### src/rtl/pc_sequencer.sv
// pc_sequencer
// Next-PC control for the fetch stage. This block drives the PC register's
// input and write enable. It loads the boot and interrupt vectors from
// instruction memory and steps the PC sequentially, keeping the two halves of
// a 32-bit instruction together. It also applies stalls and branch redirects
// from later pipeline stages.
//
// Ports:
//   clk           in   1  clock, rising edge
//   rst           in   1  asynchronous active-low reset
//   pc_cur        in  32  current PC register output
//   mem_data      in  16  instruction word at imem_addr (combinational read)
//   is_two_word   in   1  mem_data is the first half of a 32-bit instruction
//   stall         in   1  hold the PC
//   redirect      in   1  taken branch/jump/return
//   redirect_addr in  32  redirect target
//   int_req       in   1  interrupt request (level or pulse)
//   imem_addr     out 32  instruction memory address
//   pc_next       out 32  PC register input
//   pc_we         out  1  PC register write enable
//   int_ack       out  1  one-cycle pulse on interrupt acceptance
//   epc           out 32  return address captured at acceptance
module pc_sequencer #(
  parameter logic [31:0] RESET_VEC_ADDR = 32'd0,
  parameter logic [31:0] INT_VEC_ADDR   = 32'd2
) (
  input  logic        clk,
  input  logic        rst,
  input  logic [31:0] pc_cur,
  input  logic [15:0] mem_data,
  input  logic        is_two_word,
  input  logic        stall,
  input  logic        redirect,
  input  logic [31:0] redirect_addr,
  input  logic        int_req,
  output logic [31:0] imem_addr,
  output logic [31:0] pc_next,
  output logic        pc_we,
  output logic        int_ack,
  output logic [31:0] epc
);

  typedef enum logic [2:0] {
    BOOT_HI = 3'd0,
    BOOT_LO = 3'd1,
    RUN     = 3'd2,
    SECOND  = 3'd3,
    INT_HI  = 3'd4,
    INT_LO  = 3'd5
  } state_t;

  state_t      state_reg, state_next;
  logic [15:0] vec_hi_reg, vec_hi_next;
  logic [31:0] epc_reg, epc_next;
  logic        int_pending_reg, int_pending_next;
  logic        accept_int;

  // An interrupt is taken only from RUN, never over a redirect or a stall.
  // Accepting only in RUN keeps a 32-bit instruction from being split.
  assign accept_int = (state_reg == RUN) && !redirect && int_pending_reg && !stall;

  assign epc = epc_reg;

  // State register and other sequential state
  always_ff @(posedge clk or negedge rst) begin
    if (!rst) begin
      state_reg       <= BOOT_HI;
      vec_hi_reg      <= 16'd0;
      epc_reg         <= 32'd0;
      int_pending_reg <= 1'b0;
    end else begin
      state_reg       <= state_next;
      vec_hi_reg      <= vec_hi_next;
      epc_reg         <= epc_next;
      int_pending_reg <= int_pending_next;
    end
  end

  // Next-state logic
  always_comb begin
    state_next  = state_reg;
    vec_hi_next = vec_hi_reg;
    epc_next    = epc_reg;
    // A new request on the accept cycle stays pending rather than being lost.
    int_pending_next = int_req | (int_pending_reg & ~accept_int);
    case (state_reg)
      BOOT_HI: begin
        vec_hi_next = mem_data;
        state_next  = BOOT_LO;
      end
      BOOT_LO: state_next = RUN;
      INT_HI: begin
        vec_hi_next = mem_data;
        state_next  = INT_LO;
      end
      INT_LO: state_next = RUN;
      RUN: begin
        if (redirect) begin
          state_next = RUN;
        end else if (accept_int) begin
          epc_next   = pc_cur;
          state_next = INT_HI;
        end else if (stall) begin
          state_next = RUN;
        end else if (is_two_word) begin
          state_next = SECOND;
        end else begin
          state_next = RUN;
        end
      end
      SECOND: begin
        if (redirect || !stall) begin
          state_next = RUN;
        end else begin
          state_next = SECOND;
        end
      end
      default: state_next = BOOT_HI;
    endcase
  end

  // Output logic
  always_comb begin
    imem_addr = pc_cur;
    pc_next   = 32'd0;
    pc_we     = 1'b0;
    int_ack   = 1'b0;
    case (state_reg)
      BOOT_HI: imem_addr = RESET_VEC_ADDR;
      BOOT_LO: begin
        imem_addr = RESET_VEC_ADDR + 32'd1;
        pc_next   = {vec_hi_reg, mem_data};
        pc_we     = 1'b1;
      end
      INT_HI: imem_addr = INT_VEC_ADDR;
      INT_LO: begin
        imem_addr = INT_VEC_ADDR + 32'd1;
        pc_next   = {vec_hi_reg, mem_data};
        pc_we     = 1'b1;
      end
      RUN, SECOND: begin
        imem_addr = pc_cur;
        if (redirect) begin
          pc_next = redirect_addr;
          pc_we   = 1'b1;
        end else if (accept_int) begin
          pc_next = pc_cur;
          int_ack = 1'b1;
        end else if (stall) begin
          pc_next = pc_cur;
        end else begin
          pc_next = pc_cur + 32'd1;
          pc_we   = 1'b1;
        end
      end
      default: imem_addr = RESET_VEC_ADDR;
    endcase
  end

endmodule

### config.mk
export PLATFORM = sky130hd
export DESIGN_NAME = pc_sequencer
export DESIGN_NICKNAME = d
export VERILOG_FILES = /design/src/rtl/pc_sequencer.sv
export SDC_FILE = /design/constraint.sdc
export NUM_CORES = 1
export LEC_CHECK = 0
export CELL_PAD_IN_SITES_DETAIL_PLACEMENT = 0
export CELL_PAD_IN_SITES_GLOBAL_PLACEMENT = 1
export CORE_MARGIN = 1
export CORE_UTILIZATION = 30
export DETAILED_ROUTE_END_ITERATION = 10
export GPL_TIMING_DRIVEN = 0
export PLACE_DENSITY = 0.93
export SLEW_MARGIN = 20
export SYNTH_ARGS = -nofsm -noshare
export SYNTH_HDL_FRONTEND = slang
export SYNTH_SLANG_ARGS = --single-unit
### constraint.sdc
create_clock -name clk -period 3.14 [get_ports clk]
set_input_delay 0.471 -clock clk [delete_from_list [all_inputs] [get_ports clk]]
set_output_delay 0.471 -clock clk [all_outputs]
set_load 0.02 [all_outputs]
==> results of run 1 <==
==> worst max-delay path, stage by stage <==
cell and delay, ps:
sky130_fd_sc_hd__clkdlybuf4s50_1 490, sky130_fd_sc_hd__inv_2 80, sky130_fd_sc_hd__or4_4 530, sky130_fd_sc_hd__buf_6 150, sky130_fd_sc_hd__nand4b_4 190, sky130_fd_sc_hd__or3_1 330, sky130_fd_sc_hd__a31oi_1 150, sky130_fd_sc_hd__buf_4 170
==> cells by family (layout without fill, tap and decap cells) <==
kind of cell	Yosys count	in the layout	share of synthesized area, %
xor gates and xnor gates	25	25	6.19
DFF	52	52	36.8
buffers and inverters	33	227	3.82
muxes	20	20	6.29
and+or+nand+nor	216	216	31.0
adders and majority gates	1	1	0.353
AOI/OAI and AO/OA	89	89	15.6
==> area by class of cell <==
cell class / count / area (um2)
tap: 143 / 179
clock inverter: 1 / 30.0
fill: 1088 / 5630
timing repair buffer: 187 / 1810
sequential: 52 / 1300
buffer: 26 / 124
clock buffer: 7 / 153
inverter: 6 / 23.8
multi-input combinational: 351 / 2220
==> worst paths after layout <==
path | start | to | cells past startpoint
setup / recovery | pc_cur[10] | pc_next[29] | 8
hold / removal | rst | epc[18] | 1
setup reg to reg | state_reg[1] | vec_hi_reg[9] | 3
hold reg to reg | epc[30] | epc[30] | 2
max in group asynchronous | rst | state_reg[1] | 1
min in group clk | epc[30] | epc[30] | 2
==> cell usage after synthesis, types with 3 or more instances <==
master / instances / share of area [%]
sky130_fd_sc_hd__a21boi_0: 3 / 0.64
sky130_fd_sc_hd__a21oi_1: 7 / 0.99
sky130_fd_sc_hd__a22oi_1: 27 / 5.7
sky130_fd_sc_hd__a31oi_1: 4 / 0.71
sky130_fd_sc_hd__and2_1: 28 / 4.9
sky130_fd_sc_hd__and3_1: 3 / 0.53
sky130_fd_sc_hd__buf_2: 3 / 0.42
sky130_fd_sc_hd__clkbuf_1: 21 / 2.2
sky130_fd_sc_hd__dfrtp_1: 52 / 37
sky130_fd_sc_hd__inv_1: 5 / 0.53
sky130_fd_sc_hd__mux2_2: 18 / 5.7
sky130_fd_sc_hd__nand2_1: 111 / 12
sky130_fd_sc_hd__nand3_1: 16 / 2.3
sky130_fd_sc_hd__nand4_1: 10 / 1.8
sky130_fd_sc_hd__nor2_1: 11 / 1.2
sky130_fd_sc_hd__nor3_1: 7 / 0.99
sky130_fd_sc_hd__nor4_1: 5 / 0.88
sky130_fd_sc_hd__o21ai_0: 37 / 5.2
sky130_fd_sc_hd__o21ai_1: 3 / 0.42
sky130_fd_sc_hd__or3_1: 5 / 0.88
sky130_fd_sc_hd__xnor2_1: 11 / 2.7
sky130_fd_sc_hd__xor2_1: 14 / 3.5
==> routing by layer <==
metal / vias to the layer above / wire length, um / GRT usage (%) / share of wire [%]
met5: - / 0 / 0 / 0
met2: 221 / 7080 / 39.8 / 47
met3: 15 / 1250 / 4.99 / 8.4
li1: 1911 / - / - / -
met4: 0 / 295 / 6.13 / 2.0
met1: 1959 / 6310 / 32.0 / 42
==> where the power goes <==
group	leakage [nW]	switching [mW]	total [mW]	internal (mW)
registers	0.634	0.208	1.19	0.985
logic	1.81	1.86	3.29	1.43
clock network	0.0901	0.250	0.670	0.420
==> metrics by stage <==
stage	setup WS (ps)	std cells
after CTS	2.20	773
after detailed placement	-789	758
after global placement	-778	758
after floorplan	519	436
final	90.7	773
after global routing	5.19	773
==> what timing repair did <==
| action | in CTS | in global routing |
|---|---|---|
| setup endpoints to repair | 64 | 31 |
| resized for setup | 82 | 40 |
| pin swaps | 2 | 2 |
| gates cloned | 0 | 0 |
| setup buffers | 8 | 0 |
==> metrics.txt, run 1 <==
# TYPE chip_impl_metric gauge
chip_impl_metric{name="synth_cells",unit=""} 436
chip_impl_metric{name="pin_count_of_the_biggest_net_entering_global_routing",unit=""} 53
chip_impl_metric{name="worst-slew-pin-transition",unit="ps"} 815
chip_impl_metric{name="antenna_cells_inserted",unit=""} 0
chip_impl_metric{name="drc",unit=""} 0
chip_impl_metric{name="grt_pass1_wl",unit="mm"} 22.9
chip_impl_info{name="setup.worst_path.class",value="primary input to output port"} 1
chip_impl_metric{name="number_of_global_route_vias_before_repair",unit=""} 3956
chip_impl_metric{name="mappedNetlistArea",unit="um2"} 3540
chip_impl_metric{name="timing.critical_path.arrival",unit="ps"} 2580
chip_impl_metric{name="largest_register_ffs",unit=""} 32
chip_impl_metric{name="reg2reg_setup_slack",unit="ps"} 900
chip_impl_metric{name="cp_max_fo",unit=""} 8
chip_impl_metric{name="netlist-cell-type-count",unit=""} 49
chip_impl_info{name="ys_dominant_reg_cell",value="sky130_fd_sc_hd__dfrtp_1"} 1
chip_impl_metric{name="boundaryPins",unit=""} 184
chip_impl_metric{name="die_height",unit="um"} 111
chip_impl_metric{name="power.density",unit="nW/um2"} 882
chip_impl_metric{name="die_area",unit="um2"} 12200
chip_impl_metric{name="synth-seq-cells",unit=""} 52
chip_impl_info{name="mostFrequentLayoutCells",value="sky130_fd_sc_hd__clkdlybuf4s50_1 (132), sky130_fd_sc_hd__nand2_1 (110), sky130_fd_sc_hd__dfrtp_1 (51)"} 1
chip_impl_info{name="hp-class",value="primary input to async pin"} 1
chip_impl_metric{name="ys_warn_count",unit=""} 0
chip_impl_metric{name="fp.dieW",unit="um"} 111
chip_impl_metric{name="synth_enable_flop_cells",unit=""} 0
chip_impl_metric{name="initial_util",unit="%"} 30.9
chip_impl_metric{name="worst-endpoint-required",unit="ps"} 2670
chip_impl_metric{name="post_drt_wl_per_cell",unit="um"} 19.3
chip_impl_metric{name="firstDrtPassIters",unit=""} 5
chip_impl_metric{name="postLayoutCellArea",unit="um2"} 5840
chip_impl_metric{name="postRouteAntennaNets",unit=""} 0
chip_impl_metric{name="gp_routability_congestion",unit=""} 0.902
chip_impl_metric{name="via_per_inst",unit=""} 5.31
chip_impl_metric{name="cts_sinks",unit=""} 52
chip_impl_metric{name="latest_clock_arrival_within_the_worst_skew_pair",unit="ps"} 290
chip_impl_metric{name="max_clock_freq",unit="MHz"} 328
chip_impl_metric{name="final_core_util",unit="%"} 50.9
chip_impl_metric{name="numCtsBuffers",unit=""} 5
chip_impl_metric{name="totalWireLength",unit="mm"} 14.9
chip_impl_metric{name="hold_buffers",unit=""} 0
chip_impl_metric{name="grt_antenna_before_repair",unit=""} 0
chip_impl_metric{name="setup_viol",unit=""} 0
chip_impl_metric{name="combined_global_route_utilization_of_all_metal_layers",unit="%"} 24.1
chip_impl_metric{name="hold_ws",unit="ps"} 214
chip_impl_info{name="cts_tree",value="yes"} 1
chip_impl_metric{name="fin_nets",unit=""} 716
chip_impl_metric{name="globalRoute.totalOverflow",unit=""} 0
chip_impl_metric{name="final-max-slew-violation-count",unit=""} 0
chip_impl_metric{name="hold_violations",unit=""} 0
chip_impl_metric{name="synth-async-reset-ratio",unit="%"} 100
chip_impl_metric{name="power.leakage",unit="nW"} 2.54
chip_impl_metric{name="timing.final.crit_period",unit="ps"} 3050
chip_impl_metric{name="cts.htree.levels",unit=""} 2
chip_impl_info{name="layout_commonest_cell",value="sky130_fd_sc_hd__clkdlybuf4s50_1"} 1
chip_impl_metric{name="num_rows",unit=""} 39
chip_impl_metric{name="hpwl",unit="mm"} 11.4
chip_impl_info{name="rsz0062_at_grt",value="no"} 1
chip_impl_metric{name="drive_gt1_share",unit="%"} 13.5
chip_impl_metric{name="finalPower",unit="mW"} 5.15
chip_impl_metric{name="coreArea",unit="um2"} 11500
chip_impl_metric{name="placed_cell_area",unit="um2"} 5510
chip_impl_metric{name="worst_clock_skew",unit="ps"} 8.15
chip_impl_metric{name="detail_route.iter0.violations",unit=""} 229
chip_impl_info{name="worstSetupStartpointType",value="primary input"} 1
chip_impl_metric{name="synth_sequential_area_ratio",unit="%"} 36.8
chip_impl_metric{name="layout_worst_path_cycle_share",unit="%"} 97.1
chip_impl_metric{name="ctsLongestPathBuffers",unit=""} 2
chip_impl_info{name="run_status",value="finished clean"} 1
chip_impl_metric{name="port_buffers",unit=""} 179
chip_impl_metric{name="fin_setup_tns",unit="ps"} 0
chip_impl_metric{name="mappedNetlistNets",unit=""} 523
chip_impl_metric{name="irDropWorstVdd",unit="mV"} 0.375
chip_impl_metric{name="cts.clk_slew.worst_paths",unit="ps"} 70
chip_impl_metric{name="detailroute.via_count",unit=""} 4106
chip_impl_info{name="worstSetupEndpointType",value="output port"} 1
chip_impl_metric{name="maxCapViolations",unit=""} 0
chip_impl_info{name="cts_root_buf",value="sky130_fd_sc_hd__clkbuf_16"} 1
chip_impl_metric{name="syn2layout_area_growth",unit="%"} 65.0
chip_impl_metric{name="max_slew_margin",unit="%"} 45.5
chip_impl_metric{name="post_synth.cell_area_avg",unit="um2"} 8.12
Power figures use the tool's default switching activity.
==> run 2: changes to the inputs <==
--- a/config.mk
+++ b/config.mk
@@ -9,8 +9,8 @@
 export CELL_PAD_IN_SITES_GLOBAL_PLACEMENT = 1
 export CORE_MARGIN = 1
-export CORE_UTILIZATION = 30
+export CORE_UTILIZATION = 25
 export DETAILED_ROUTE_END_ITERATION = 10
 export GPL_TIMING_DRIVEN = 0
-export PLACE_DENSITY = 0.93
+export PLACE_DENSITY = 0.84
 export SLEW_MARGIN = 20
 export SYNTH_ARGS = -nofsm -noshare
==> constraint.sdc (replaced) <==
create_clock -name clk -period 2.7 [get_ports clk]
set_input_delay 0.405 -clock clk [delete_from_list [all_inputs] [get_ports clk]]
set_output_delay 0.405 -clock clk [all_outputs]
set_load 0.05 [all_outputs]
==> metrics.txt, run 2 (synthesis results as in run 1) <==
# TYPE chip_impl_metric gauge
chip_impl_info{name="worstSetupEndpointType",value="output port"} 1
chip_impl_metric{name="globalRoute.totalOverflow",unit=""} 0
chip_impl_metric{name="power.clock.fraction",unit="%"} 9.8
chip_impl_metric{name="maxCapViolations",unit=""} 0
chip_impl_metric{name="drt-met1-wl",unit="mm"} 7.02
chip_impl_metric{name="critical_path_buf_inv_count",unit=""} 3
chip_impl_metric{name="grt_antenna_before_repair",unit=""} 0
chip_impl_metric{name="die_height",unit="um"} 121
chip_impl_metric{name="irDropWorstVdd",unit="mV"} 0.622
chip_impl_info{name="cts_root_buf",value="sky130_fd_sc_hd__clkbuf_16"} 1
chip_impl_metric{name="power.leakage",unit="nW"} 2.60
chip_impl_info{name="r2r-end",value="vec_hi_reg[13]"} 1
chip_impl_metric{name="final-max-slew-violation-count",unit=""} 0
chip_impl_metric{name="fp.dieW",unit="um"} 121
chip_impl_metric{name="combPwrFrac",unit="%"} 72.0
chip_impl_metric{name="met3_length",unit="mm"} 1.16
chip_impl_metric{name="antenna_cells_inserted",unit=""} 0
chip_impl_metric{name="numCtsBuffers",unit=""} 5
chip_impl_info{name="setup.worst_path.class",value="primary input to output port"} 1
chip_impl_metric{name="worst-slew-pin-transition",unit="ps"} 825
chip_impl_info{name="top_layer_used",value="met4"} 1
chip_impl_metric{name="grt_pass1_wl",unit="mm"} 23.7
chip_impl_metric{name="reg2reg_setup_slack",unit="ps"} 360
chip_impl_metric{name="setup_viol",unit=""} 0
chip_impl_metric{name="pin_count_of_the_biggest_net_entering_global_routing",unit=""} 53
chip_impl_metric{name="slowest_stage_delay_on_critical_path",unit="ps"} 560
chip_impl_info{name="cts_tree",value="yes"} 1
chip_impl_metric{name="drive_gt1_share",unit="%"} 29.4
chip_impl_metric{name="cp_max_fo",unit=""} 6
chip_impl_info{name="mostFrequentLayoutCells",value="sky130_fd_sc_hd__nand2_1 (109), sky130_fd_sc_hd__clkdlybuf4s50_1 (88), sky130_fd_sc_hd__dfrtp_1 (50)"} 1
chip_impl_metric{name="worst_clock_skew",unit="ps"} 7.20
chip_impl_metric{name="via_per_inst",unit=""} 5.07
chip_impl_info{name="worstPathCellList",value="buf_2, nand4_1, buf_4, or4_1, nor4_4, xnor2_1, a22oi_2, buf_6"} 1
chip_impl_metric{name="hpwl",unit="mm"} 12.0
chip_impl_metric{name="cts_sinks",unit=""} 52
chip_impl_metric{name="max_slew_margin",unit="%"} 44.8
chip_impl_info{name="crit_family",value="simple AND/OR/NAND/NOR gates"} 1
chip_impl_info{name="slowest_stage",value="sky130_fd_sc_hd__or4_1"} 1
chip_impl_metric{name="ctsLongestPathBuffers",unit=""} 2
chip_impl_metric{name="combined_global_route_utilization_of_all_metal_layers",unit="%"} 21.5
chip_impl_info{name="layout_commonest_cell",value="sky130_fd_sc_hd__nand2_1"} 1
chip_impl_metric{name="max_clock_freq",unit="MHz"} 374
chip_impl_metric{name="syn2layout_area_growth",unit="%"} 72.6
chip_impl_metric{name="layout_worst_path_cycle_share",unit="%"} 98.9
chip_impl_metric{name="initial_util",unit="%"} 25.6
chip_impl_info{name="r2r_start",value="state_reg[1]"} 1
chip_impl_metric{name="gp_routability_congestion",unit=""} 0.861
chip_impl_metric{name="latest_clock_arrival_within_the_worst_skew_pair",unit="ps"} 300
chip_impl_metric{name="net_switching_share_of_the_total_power",unit="%"} 56.7
chip_impl_metric{name="fin_nets",unit=""} 740
chip_impl_metric{name="detail_route.iter0.violations",unit=""} 352
chip_impl_metric{name="cts.htree.levels",unit=""} 2
chip_impl_metric{name="totalWireLength",unit="mm"} 16.2
chip_impl_metric{name="timing.reg2reg.worst_path_depth",unit=""} 4
chip_impl_metric{name="largest_register_ffs",unit=""} 32
chip_impl_metric{name="boundaryPins",unit=""} 184
chip_impl_metric{name="hold_violations",unit=""} 0
chip_impl_metric{name="timing.final.crit_period",unit="ps"} 2670
chip_impl_metric{name="routed-wl-met2",unit="mm"} 7.55
chip_impl_metric{name="timing.critical_path.arrival",unit="ps"} 2270
chip_impl_metric{name="detailroute.via_count",unit=""} 4225
chip_impl_metric{name="cell_internal_power",unit="mW"} 3.29
chip_impl_metric{name="hold_ws",unit="ps"} 153
chip_impl_metric{name="post_drt_wl_per_cell",unit="um"} 19.5
chip_impl_metric{name="die_area",unit="um2"} 14600
chip_impl_info{name="run_status",value="finished clean"} 1
chip_impl_info{name="worstSetupStartpointType",value="primary input"} 1
chip_impl_metric{name="hold_buffers",unit=""} 0
chip_impl_metric{name="drc",unit=""} 0
chip_impl_metric{name="power.density",unit="nW/um2"} 1240
chip_impl_metric{name="port_buffers",unit=""} 179
chip_impl_metric{name="power.net_switching",unit="mW"} 4.31
chip_impl_metric{name="number_of_global_route_vias_before_repair",unit=""} 4062
chip_impl_metric{name="num-fill-cells",unit=""} 1343
chip_impl_metric{name="power.share.sequential",unit="%"} 18.1
chip_impl_metric{name="cts.clk_slew.worst_paths",unit="ps"} 70
chip_impl_metric{name="coreArea",unit="um2"} 13800
chip_impl_metric{name="fin_setup_tns",unit="ps"} 0
chip_impl_metric{name="postRouteAntennaNets",unit=""} 0
chip_impl_metric{name="num_rows",unit=""} 43
chip_impl_metric{name="worst-endpoint-required",unit="ps"} 2300
chip_impl_metric{name="firstDrtPassIters",unit=""} 5
chip_impl_info{name="hp-class",value="primary input to async pin"} 1
chip_impl_info{name="rsz0062_at_grt",value="yes"} 1
==> run 2: worst max path at each step <==
stage / start / endpoint / cells after the start
final: pc_cur[16] / pc_next[25] / 8
after detailed placement: pc_cur[0] / pc_next[26] / 8
after global routing: state_reg[1] / pc_we / 6
after global placement: redirect / pc_next[13] / 7
after floorplan: pc_cur[15] / pc_next[23] / 6
after CTS: pc_cur[0] / pc_next[29] / 7
==> run 2: through the flow <==
stage                     worst slack (ps)  utilization, %  std cells  power, mW  area, um2
final                                 29.6            44.2        834       7.59       6110
after global routing                 -32.8            44.2        834       7.95       6110
after CTS                            -14.9            43.3        823       7.52       5980
after detailed placement             -1300            40.4        795       6.82       5580
after global placement               -1270            40.4        795       6.78       5580
after floorplan                       2.17               -        436       4.87       3570
==> run 2: power by group through the flow <==
stage | clock network, mW | logic [mW] | registers (mW)
3_3_place_gp | 0 | 5.42 | 1.36
3_5_place_dp | 0 | 5.45 | 1.37
5_1_grt | 0.793 | 5.73 | 1.43
6_report | 0.747 | 5.47 | 1.38
4_1_cts | 0.762 | 5.37 | 1.39
2_1_floorplan | 0 | 2.79 | 2.08
==> run 2: repair_timing <==
action | in CTS | in global routing
resized for setup | 334 | 53
setup buffers | 22 | 11
endpoints found under the setup margin | 64 | 53
pin swaps | 12 | 12
==> run 2: per-layer routing <==
metal / vias up / track usage [%]
met5: - / 0
met4: 0 / 7.02
met3: 28 / 4.75
met2: 207 / 34.5
met1: 2033 / 28.5
li1: 1957 / -
==> run 2: cell type report <==
cell class | count | area, um2 | share of cell area [%]
multi-input combinational | 351 | 2370 | 38.8
timing repair buffer | 212 | 1890 | 30.9
sequential | 52 | 1300 | 21.3
tap | 180 | 225 | 3.69
buffer | 25 | 129 | 2.11
clock buffer | 5 | 125 | 2.05
clock inverter | 3 | 42.5 | 0.696
inverter | 6 | 23.8 | 0.389
==> run 2: worst register-to-register path, delay by kind of cell, from the launching register on <==
family | cells | cell delay (ps)
buffers and inverters | 2 | 740
flip-flops | 1 | 440
multiplexers | 1 | 410
AND/OR/NAND/NOR | 1 | 640
==> run 3: changes to the inputs <==
Settings changed: SKIP_LAST_GASP set to 1.
==> metrics.txt, run 3 (synthesis results as in run 1) <==
# TYPE chip_impl_metric gauge
chip_impl_info{name="run_status",value="finished clean"} 1
chip_impl_metric{name="fp.dieW",unit="um"} 121
chip_impl_metric{name="power.density",unit="nW/um2"} 1250
chip_impl_metric{name="worst_clock_skew",unit="ps"} 7.46
chip_impl_metric{name="detailroute.via_count",unit=""} 4164
chip_impl_metric{name="reg2reg_setup_slack",unit="ps"} 340
chip_impl_info{name="setup.worst_path.class",value="primary input to output port"} 1
chip_impl_metric{name="irDropWorstVdd",unit="mV"} 0.621
chip_impl_metric{name="hpwl",unit="mm"} 12.0
chip_impl_metric{name="fin_nets",unit=""} 739
chip_impl_metric{name="die_height",unit="um"} 121
chip_impl_metric{name="antenna_cells_inserted",unit=""} 0
chip_impl_metric{name="globalRoute.totalOverflow",unit=""} 0
chip_impl_metric{name="postRouteAntennaNets",unit=""} 0
chip_impl_metric{name="post_drt_wl_per_cell",unit="um"} 19.3
chip_impl_metric{name="num_rows",unit=""} 43
chip_impl_metric{name="setup_viol",unit=""} 0
chip_impl_metric{name="timing.reg2reg.worst_path_depth",unit=""} 4
chip_impl_metric{name="combined_global_route_utilization_of_all_metal_layers",unit="%"} 21.5
chip_impl_metric{name="latest_clock_arrival_within_the_worst_skew_pair",unit="ps"} 300
chip_impl_metric{name="layout_worst_path_cycle_share",unit="%"} 99.0
chip_impl_metric{name="firstDrtPassIters",unit=""} 5
chip_impl_info{name="cts_root_buf",value="sky130_fd_sc_hd__clkbuf_16"} 1
chip_impl_metric{name="max_slew_margin",unit="%"} 43.5
chip_impl_info{name="worstSetupStartpointType",value="primary input"} 1
chip_impl_metric{name="syn2layout_area_growth",unit="%"} 71.3
chip_impl_metric{name="port_buffers",unit=""} 179
chip_impl_metric{name="cts.htree.levels",unit=""} 2
chip_impl_metric{name="boundaryPins",unit=""} 184
chip_impl_info{name="rsz0062_at_grt",value="yes"} 1
chip_impl_metric{name="drc",unit=""} 0
chip_impl_metric{name="maxCapViolations",unit=""} 0
chip_impl_metric{name="postLayoutCellArea",unit="um2"} 6060
chip_impl_metric{name="numCtsBuffers",unit=""} 5
chip_impl_metric{name="cp_max_fo",unit=""} 7
chip_impl_metric{name="timing.critical_path.arrival",unit="ps"} 2270
chip_impl_metric{name="placedCellCount",unit=""} 795
chip_impl_metric{name="coreArea",unit="um2"} 13800
chip_impl_metric{name="totalWireLength",unit="mm"} 16.1
chip_impl_metric{name="timing.final.crit_period",unit="ps"} 2670
chip_impl_metric{name="via_per_inst",unit=""} 5.00
chip_impl_metric{name="cts_sinks",unit=""} 52
chip_impl_metric{name="gp_routability_congestion",unit=""} 0.861
chip_impl_metric{name="drive_gt1_share",unit="%"} 28.9
chip_impl_metric{name="ctsLongestPathBuffers",unit=""} 2
chip_impl_metric{name="grt_pass1_wl",unit="mm"} 23.7
chip_impl_metric{name="final-max-slew-violation-count",unit=""} 0
chip_impl_metric{name="hold_violations",unit=""} 0
chip_impl_metric{name="worst-slew-pin-transition",unit="ps"} 844
chip_impl_info{name="hp-class",value="primary input to async pin"} 1
chip_impl_metric{name="pin_count_of_the_biggest_net_entering_global_routing",unit=""} 53
chip_impl_metric{name="initial_util",unit="%"} 25.6
chip_impl_metric{name="power.leakage",unit="nW"} 2.59
chip_impl_info{name="r2r-end",value="vec_hi_reg[14]"} 1
chip_impl_metric{name="stdcell_count",unit=""} 833
chip_impl_metric{name="max_clock_freq",unit="MHz"} 374
chip_impl_metric{name="number_of_global_route_vias_before_repair",unit=""} 4059
chip_impl_info{name="worstSetupEndpointType",value="output port"} 1
chip_impl_metric{name="cts.clk_slew.worst_paths",unit="ps"} 70
chip_impl_metric{name="detail_route.iter0.violations",unit=""} 338
chip_impl_metric{name="largest_register_ffs",unit=""} 32
chip_impl_metric{name="worst-endpoint-required",unit="ps"} 2300
chip_impl_metric{name="grt_antenna_before_repair",unit=""} 0
chip_impl_info{name="cts_tree",value="yes"} 1
chip_impl_metric{name="die_area",unit="um2"} 14600
chip_impl_info{name="r2r_start",value="state_reg[1]"} 1
chip_impl_info{name="mostFrequentLayoutCells",value="sky130_fd_sc_hd__nand2_1 (109), sky130_fd_sc_hd__clkdlybuf4s50_1 (88), sky130_fd_sc_hd__dfrtp_1 (50)"} 1
chip_impl_metric{name="hold_buffers",unit=""} 0
chip_impl_metric{name="hold_ws",unit="ps"} 148
chip_impl_info{name="layout_commonest_cell",value="sky130_fd_sc_hd__nand2_1"} 1
chip_impl_metric{name="placed_cell_area",unit="um2"} 5580
## run 3: critical path, cell delays in order
cell	delay [ps]
sky130_fd_sc_hd__clkbuf_4	160
sky130_fd_sc_hd__nand4_1	200
sky130_fd_sc_hd__buf_4	210
sky130_fd_sc_hd__or4_1	560
sky130_fd_sc_hd__nor4_4	250
sky130_fd_sc_hd__xnor2_1	120
sky130_fd_sc_hd__a22oi_2	170
sky130_fd_sc_hd__buf_6	180
## run 3: metrics by stage
| stage | util [%] | setup TNS, ps | total power, mW | worst slack [ps] |
|---|---|---|---|---|
| 3_3_place_gp | 40.4 | -73340 | 6.78 | -1270 |
| 6_report | 43.8 | 0 | 7.57 | 26.5 |
| 4_1_cts | 43.2 | -76.9 | 7.50 | -26.8 |
| 3_5_place_dp | 40.4 | -49410 | 6.82 | -1300 |
| 2_1_floorplan | - | 0 | 4.87 | 2.17 |
| 5_1_grt | 43.8 | -130 | 7.93 | -32.1 |
## run 3: worst max-delay path by stage
stage,startpoint,end,slack [ps],cells past startpoint
after floorplan,pc_cur[15],pc_next[23],2,6
after global placement,redirect,pc_next[13],-1270,7
after detailed placement,pc_cur[0],pc_next[26],-1300,8
after CTS,pc_cur[17],pc_next[29],-30,9
after global routing,state_reg[1],pc_we,-30,6
final,pc_cur[15],pc_next[25],30,8
## run 3: cell type report
type                            count  area [um2]
Fill cell                        1352        7760
Multi-Input combinational cell    351        2340
Timing Repair Buffer              211        1870
Sequential cell                    52        1300
Tap cell                          180         225
Buffer                             25         129
Clock buffer                        5         125
Clock inverter                      3        42.5
Inverter                            6        23.8
## run 3: what timing repair did
| item | 4_1_cts | 5_1_grt |
|---|---|---|
| setup endpoints to repair | 64 | 54 |
| resized for setup | 330 | 53 |
| hold endpoints to repair | 0 | 0 |
| pin swaps | 12 | 11 |
| setup buffers | 22 | 10 |
## run 3: per-layer routing
metal  global-route usage [%]  vias up  share of wire [%]
li1                         -     1954                  -
met1                     28.5     2001                 44
met2                     34.5      183                 46
met3                     4.75       26                6.8
met4                     7.02        0                3.0
met5                        0        -                  0
## run 3: where the power goes
| part | internal, mW | switching [mW] | total [mW] | leakage, nW |
|---|---|---|---|---|
| Combinational | 1.70 | 3.75 | 5.45 | 1.87 |
| Clock | 0.437 | 0.309 | 0.745 | 0.0798 |
| Sequential | 1.15 | 0.232 | 1.38 | 0.633 |
| Total | 3.28 | 4.29 | 7.57 | 2.59 |
